--- config.mk ---
export PLATFORM = sky130hd
export DESIGN_NAME = lsu_sequencer
export DESIGN_NICKNAME = d
export VERILOG_FILES = /design/src/rtl/lsu_sequencer.sv
export SDC_FILE = /design/constraint.sdc
export NUM_CORES = 1
export LEC_CHECK = 0
export CORE_AREA = 2 2 94 164
export DETAILED_ROUTE_END_ITERATION = 16
export DIE_AREA = 0 0 96 166
export HOLD_SLACK_MARGIN = 0.1
export PLACE_DENSITY = 0.75
export SYNTH_ARGS = -nofsm -noshare
export SYNTH_HDL_FRONTEND = slang
export SYNTH_SLANG_ARGS = --single-unit
--- constraint.sdc ---
create_clock -name clk -period 3.1 [get_ports clk]
set_input_delay 0.31 -clock clk [delete_from_list [all_inputs] [get_ports clk]]
set_output_delay 0.31 -clock clk [all_outputs]
set_load 0.01 [all_outputs]
--- src/rtl/lsu_sequencer.sv ---
// Load/store sequencer: turns a single pipeline load or store into one bus
// access. It stalls the pipeline while the access is outstanding, aligns and
// extends load data, and flags misaligned, illegal and timed-out accesses.
module lsu_sequencer #(
  parameter int unsigned TIMEOUT = 15
) (
  input  logic        clk,
  input  logic        rst,
  input  logic        memRead,
  input  logic        memWrite,
  input  logic [2:0]  funct3,
  input  logic [31:0] addr,
  input  logic [31:0] writeData,
  output logic        memReq,
  output logic        memWe,
  output logic [31:0] memAddr,
  output logic [3:0]  memBe,
  output logic [31:0] memWdata,
  input  logic [31:0] memRdata,
  input  logic        memAck,
  output logic        stall,
  output logic [31:0] loadData,
  output logic        loadValid,
  output logic        fault,
  output logic [1:0]  faultCause
);

  typedef enum logic [1:0] {
    S_IDLE,
    S_ACCESS,
    S_DONE,
    S_ERR
  } state_t;

  localparam logic [1:0] CAUSE_MISALIGN = 2'b01;
  localparam logic [1:0] CAUSE_TIMEOUT  = 2'b10;
  localparam logic [1:0] CAUSE_ILLEGAL  = 2'b11;
  localparam logic [7:0] TIMEOUT_LIM    = 8'(TIMEOUT);

  state_t      state, state_nxt;
  logic [31:0] addr_r;
  logic [2:0]  f3_r;
  logic [31:0] wd_r;
  logic        we_r;
  logic [7:0]  wait_cnt;
  logic [1:0]  err_cause;

  logic        request;
  logic        illegal;
  logic        misaligned;
  logic        timeout_hit;
  logic [31:0] rd_lane;
  logic [31:0] load_ext;
  logic [3:0]  be_sel;

  // Decode of the incoming instruction; only meaningful while idle.
  assign request     = memRead | memWrite;
  assign illegal     = (memRead & memWrite) ||
                       (funct3 inside {3'b011, 3'b110, 3'b111});
  assign misaligned  = ((funct3[1:0] == 2'b01) && addr[0]) ||
                       ((funct3[1:0] == 2'b10) && (addr[1:0] != 2'b00));
  assign timeout_hit = (wait_cnt + 8'd1) == TIMEOUT_LIM;

  // State register.
  // NOTE: sequential state uses non-blocking assignments so every register
  // samples pre-edge values, independent of block ordering.
  always_ff @(posedge clk or posedge rst) begin
    if (rst) state <= S_IDLE;
    else     state <= state_nxt;
  end

  // Next-state decision, pipeline stall and the fault cause to record.
  // NOTE: every signal gets a default before the case so no path can leave
  // it unassigned, which would otherwise infer a latch.
  always_comb begin
    state_nxt = state;
    stall     = 1'b0;
    err_cause = 2'b00;
    unique case (state)
      S_IDLE: begin
        stall = request;
        if (request) begin
          if (illegal) begin
            state_nxt = S_ERR;
            err_cause = CAUSE_ILLEGAL;
          end else if (misaligned) begin
            state_nxt = S_ERR;
            err_cause = CAUSE_MISALIGN;
          end else begin
            state_nxt = S_ACCESS;
          end
        end
      end
      S_ACCESS: begin
        stall = 1'b1;
        if (memAck) begin
          state_nxt = S_DONE;
        end else if (timeout_hit) begin
          state_nxt = S_ERR;
          err_cause = CAUSE_TIMEOUT;
        end
      end
      S_DONE:  state_nxt = S_IDLE;
      S_ERR:   state_nxt = S_IDLE;
      default: state_nxt = S_IDLE;
    endcase
  end

  // Capture the instruction's operands when it is first presented.
  always_ff @(posedge clk or posedge rst) begin
    if (rst) begin
      addr_r <= '0;
      f3_r   <= '0;
      wd_r   <= '0;
      we_r   <= 1'b0;
    end else if (state == S_IDLE && request) begin
      addr_r <= addr;
      f3_r   <= funct3;
      wd_r   <= writeData;
      we_r   <= memWrite;
    end
  end

  // Wait counter: restarts with each access, counts cycles without an ack.
  always_ff @(posedge clk or posedge rst) begin
    if (rst)                              wait_cnt <= '0;
    else if (state == S_IDLE)             wait_cnt <= '0;
    else if (state == S_ACCESS && !memAck) wait_cnt <= wait_cnt + 8'd1;
  end

  // Fault cause is sticky until the next fault overwrites it.
  always_ff @(posedge clk or posedge rst) begin
    if (rst)                    faultCause <= 2'b00;
    else if (state_nxt == S_ERR) faultCause <= err_cause;
  end

  // Lane-select the returned word and extend it to 32 bits.
  always_comb begin
    rd_lane  = memRdata >> {addr_r[1:0], 3'b000};
    load_ext = memRdata;
    unique case (f3_r)
      3'b000:  load_ext = {{24{rd_lane[7]}}, rd_lane[7:0]};
      3'b001:  load_ext = {{16{rd_lane[15]}}, rd_lane[15:0]};
      3'b100:  load_ext = {24'd0, rd_lane[7:0]};
      3'b101:  load_ext = {16'd0, rd_lane[15:0]};
      default: load_ext = memRdata;
    endcase
  end

  // Load result register; holds until the next load completes.
  always_ff @(posedge clk or posedge rst) begin
    if (rst)                                      loadData <= '0;
    else if (state == S_ACCESS && memAck && !we_r) loadData <= load_ext;
  end

  // Byte enables and replicated store data from the captured operands.
  always_comb begin
    be_sel   = 4'b1111;
    memWdata = wd_r;
    unique case (f3_r[1:0])
      2'b00: begin
        be_sel   = 4'b0001 << addr_r[1:0];
        memWdata = {4{wd_r[7:0]}};
      end
      2'b01: begin
        be_sel   = addr_r[1] ? 4'b1100 : 4'b0011;
        memWdata = {2{wd_r[15:0]}};
      end
      default: begin
        be_sel   = 4'b1111;
        memWdata = wd_r;
      end
    endcase
  end

  assign memReq    = (state == S_ACCESS);
  assign memWe     = memReq & we_r;
  assign memBe     = memReq ? be_sel : 4'b0000;
  assign memAddr   = {addr_r[31:2], 2'b00};
  assign loadValid = (state == S_DONE) & ~we_r;
  assign fault     = (state == S_ERR);

endmodule

After elaboration in Yosys (flattened, before gate mapping)
Index checks and enable logic that the tools add are counted.
{"block": "word_totals", "reg_bits": 112, "in_bits": 104, "word_cells": 67}
{"block": "op_classes", "n_addsub": 1, "n_eq_ne": 14, "shifts": 2, "mux": 20, "bitwise": 5, "reduce_logical": 17}
{"op": "$pmux W32 S4", "count": 1}
{"op": "$pmux W32 S2", "count": 1}
{"op": "$shr A32 B5 Y16", "count": 1}
{"op": "$mux W2", "count": 9}
{"op": "$mux W8", "count": 2}
{"op": "$eq A3 B3 Y1 const B", "count": 4}
{"op": "$add A8 B1 Y8 const B", "count": 1}
{"op": "$eq A2 B2 Y1 const B", "count": 4}
{"op": "$eq A8 B4 Y1 const B", "count": 1}
{"op": "$mux W4", "count": 2}
{"op": "$pmux W4 S2", "count": 1}
{"op": "$eq A2 B1 Y1 const B", "count": 3}
{"op": "$logic_and A1 B1 Y1", "count": 6}
{"op": "$pmux W2 S3", "count": 1}
{"op": "$logic_not A2 Y1", "count": 2}
{"op": "$pmux W2 S2", "count": 1}
{"op": "$reduce_bool A2 Y1", "count": 2}
{"op": "$shl A1 B2 Y4 const A", "count": 1}
{"op": "$and A1 B1 Y1", "count": 3}
{"op": "$eq A3 B1 Y1 const B", "count": 1}
{"op": "$eq A3 B2 Y1 const B", "count": 1}
{"op": "$logic_not A3 Y1", "count": 1}
{"op": "$reduce_bool A3 Y1", "count": 1}
{"op": "$logic_not A1 Y1", "count": 2}
{"op": "6 further kinds", "count": 7}

Logic depth before layout (Yosys ltp)
{"block": "depth", "depth_word": 8, "mapped_depth": 7}

Worst setup path after synthesis
OpenSTA, ideal clock, no wires.
{"block": "synth_path", "path_kind": "flip-flop to output port", "startpoint": "register f3_r[1]", "endpoint": "output port memWdata[20]", "t_arrival_ns": 1.490, "t_required_ns": 2.790, "setup_slack_ns": 1.300, "path_stages_with_launch": 5, "cell_sequence": "dfrtp_1 > buf_2 > buf_1 > buf_1 > mux2_2"}
{"block": "synth_via", "elab_chain_len": 2, "elab_cells_between_ends": 3}
{"item": "from (decl)", "line": "42", "source": "logic [2:0] f3_r;"}
{"item": "from (signal assigned)", "line": "118", "source": "f3_r <= funct3;"}
{"item": "$eq A2 B1 Y1 / $logic_not A2 Y1 (equally long branches)", "line": "160", "source": "unique case (f3_r[1:0])"}
{"item": "$pmux W32 S2 *", "line": "160"}
{"item": "to (decl)", "line": "18", "source": "output logic [31:0] memWdata,"}
Every way passes the cells marked *; elsewhere a longest branch is shown, timed or not.

Worst setup path in the final report
{"block": "layout_path", "startpoint": "register addr_r[1]", "endpoint": "output port memBe[1]"}
{"block": "layout_via", "elab_chain_len": 3, "elab_cells_between_ends": 4}
{"item": "from (decl)", "line": "41", "source": "logic [31:0] addr_r;"}
{"item": "from (signal assigned)", "line": "117", "source": "addr_r <= addr;"}
{"item": "$mux W4 / $shl A1 B2 Y4 (equally long branches)", "line": "166, 162"}
{"item": "$pmux W4 S2 *", "line": "160"}
{"item": "$mux W4 *", "line": "178", "source": "assign memBe = memReq ? be_sel : 4'b0000;"}
{"item": "to (decl)", "line": "17", "source": "output logic [3:0] memBe,"}
Marks and branches as above.

==> impl_metrics.toml <==
[outcome]
status = "complete, no violations"

[critical_path]
r2r_slack_ns = 0.86
worstSetupPathType = "reg2out"
slowest_stage = "clkdlybuf4s50_1"
required_ns = 2.79
critPathBufInv = 2
arrival_ns = 2.21
path_cells = "inv_1 -> o21ai_0 -> a21oi_1 -> clkdlybuf4s50_1"
crit_path_end_kind = "output pin"
critPathMaxFanout = 14
crit_path_max_incr_delay_ns = 0.58
crit_family = "buffers and inverters"
startpoint_type = "flip-flop"

[clocking]
cts-resized-gates = 0
cts.path.max_buffers = 2
path_clk_slew_ns = 0.08
worstSkewPairLatency_ns = 0.35
hold_buffers = 0
root_buffer = "clkbuf_16"
tritoncts = "built"
clkSinkCount = 112
htreeDepth = 3
cts_setup_buffers = 0
numCtsBuffers = 9

[synth]
syn_inst = 526
ys_warn_count = 0
synth_edf_count = 0
synth.avg_cell_area_sq_um = 10.89
synth_area_sq_mm = 0.005729
synth_cell_types = 45
ys_seq_area_share_pct = 48.92
ys_seq_elements = 112
ys.flop_type = "dfrtp_1"
postSynth.asyncResetShare_pct = 100.0

[die]
pin_count = 211
dieArea_sq_mm = 0.01594
start_util_pct = 39.00
die_height_um = 166
num_rows = 59
fp.coreArea_sq_mm = 0.01469
die_w_um = 96

[timing]
finalMaxSlewViolations = 0
hold_slack_ns = 0.2247
rsz0062_at_grt = "no"
setup_viol = 0
timing.final.ws_setup_ns = 0.5812
clock_skew_ns = 0.009657
tns_ns = 0
fmax_mhz = 397.0
hold_violations = 0
slew_headroom_pct = 53.47
layout_min_cycle_time_ns = 2.519
worstMarginPinSlew_ns = 0.6980
post-route-period-util_pct = 81.25

[hold_path]
min_path_type = "in2async"

[placement]
dp_hpwl_mm = 12.02
dpl_worst_slack_ns = 0.8062
gp_congestion = 0.8220
io_buffers = 208
place_area_sq_mm = 0.007717

[power_and_ir_drop]
peakVddDrop_mv = 0.5020
p_leak_uw = 0.003316
p_per_area_mw_per_mm2 = 1029

[layout]
fin_nets = 790
area.growth.synth_to_final_pct = 39.72
design_area_sq_mm = 0.008005
antenna_cells = 0
drive_gt1_share_pct = 16.69

[flow_run]
drv_cap = 0

[route]
drtIter0Drc = 187
routed_wl_mm = 16.11
antenna_left = 0
route.detailed.drc = 0
firstDrtPassIters = 6
vias = 4625
avgViaCountPerCell = 5.304
wl_per_cell_um = 18.48

[grt]
antenna_found_initial = 0
grt_pass1_wl_mm = 25.08
grt_overflow = 0
grt_max_degree = 62
track_usage_pct = 20.27
grt_pass1_vias = 4943
report_power, final:
group / internal, uW / total, uW / switching, uW
logic: 2520 / 4480 / 1970
registers: 2130 / 2600 / 475
clock network: 581 / 1140 / 564
total: 5230 / 8230 / 3010
logic make-up after synthesis:
| group | share of synthesized area, % |
|---|---|
| buffers and inverters | 8.255 |
| multiplexers | 19.96 |
| XOR/XNOR | 0.4587 |
| AO/OA/AOI/OAI | 10.35 |
| other | 0.06545 |
| adder cells (fa/ha/maj) | 0.6114 |
| AND/OR/NAND/NOR | 11.38 |
| flip-flops | 48.92 |
stage by stage:
stage	power, uW	cells	utilization (%)
after floorplan	5255	527	-
after global placement	7029	856	52.53
after detailed placement	7153	856	52.53
after CTS	8327	872	54.49
after global routing	8763	872	54.49
final	8233	872	54.49
worst paths after layout:
kind	from	end	cells after the start
hold / removal	rst	addr_r[14]	2
hold reg to reg	loadData[2]	loadData[2]	2
setup / recovery	addr_r[1]	memBe[1]	4
min in group clk	loadData[2]	loadData[2]	2
max in group asynchronous	rst	loadData[17]	3
setup reg to reg	addr_r[1]	loadData[24]	3
cells in the mapped netlist (2+ instances only):
cell	number	area, sq um
nand4_1	2	12.51
a21o_1	3	22.52
dfrtp_1	112	2803
a32o_1	7	70.07
nor4b_1	2	17.52
buf_2	15	75.07
nand2b_1	9	56.30
buf_4	40	300.3
o2bb2ai_1	7	61.31
nor2b_1	2	12.51
nor2_1	10	37.54
nand3_1	36	180.2
nand2_1	60	225.2
ha_1	2	25.02
a21oi_1	9	45.04
o21a_1	3	22.52
mux2i_1	22	220.2
a221o_1	2	20.02
o21ai_0	34	170.2
a31oi_1	2	12.51
clkbuf_1	12	45.04
o211ai_1	7	52.55
xor2_1	2	17.52
inv_1	9	33.78
nor3b_1	2	15.01
buf_1	5	18.77
and2_1	4	25.02
or3b_2	2	17.52
mux2_2	80	900.9
nor3_1	3	15.01
a22oi_1	7	52.55
placed cells by master, fill, tap and decap left out, types with 2 or more instances in the layout:
master | synthesis | layout
clkdlybuf4s50_1 | 0 | 208
dfrtp_1 | 112 | 111
mux2_2 | 80 | 80
nand2_1 | 60 | 60
nand3_1 | 36 | 36
o21ai_0 | 34 | 34
mux2i_1 | 22 | 22
nor2_1 | 10 | 10
nand2b_1 | 9 | 9
a21oi_1 | 9 | 9
clkbuf_16 | 0 | 9
inv_1 | 9 | 8
buf_4 | 40 | 8
o2bb2ai_1 | 7 | 7
a22oi_1 | 7 | 7
o211ai_1 | 7 | 7
a32o_1 | 7 | 7
and2_1 | 4 | 4
inv_6 | 0 | 4
a21o_1 | 3 | 3
nor3_1 | 3 | 3
nor2b_1 | 2 | 2
a31oi_1 | 2 | 2
a221o_1 | 2 | 2
nor3b_1 | 2 | 2
nor4b_1 | 2 | 2
xor2_1 | 2 | 2
nand4_1 | 2 | 2
or3b_2 | 2 | 2
o21a_1 | 3 | 2
ha_1 | 2 | 2
conb_1 | 1 | 2
buf_12 | 0 | 2
flip-flops by register name (all words and copies together) (netlist names):
name        flops
addr_r         32
loadData       32
wd_r           32
wait_cnt        8
f3_r            3
faultCause      2
state           2
we_r            1
area by class of cell:
cell class                 count  area [sq um]
tap                          183         229.0
multi-input combinational    334          2465
inverter                       9         37.54
timing repair buffer         218          2182
sequential                   112          2804
clock inverter                 6         48.80
fill                        1302          6685
clock buffer                  10         239.0
metal layers:
layer  up-vias  GRT usage [%]  share of wire (%)
li1       2128              -                  -
met1      2287          22.37                 36
met2       175          36.17                 55
met3        35          4.265                5.9
met4         0          8.820                3.4
met5         -              0                  0
(Power assumes the default switching activity.)
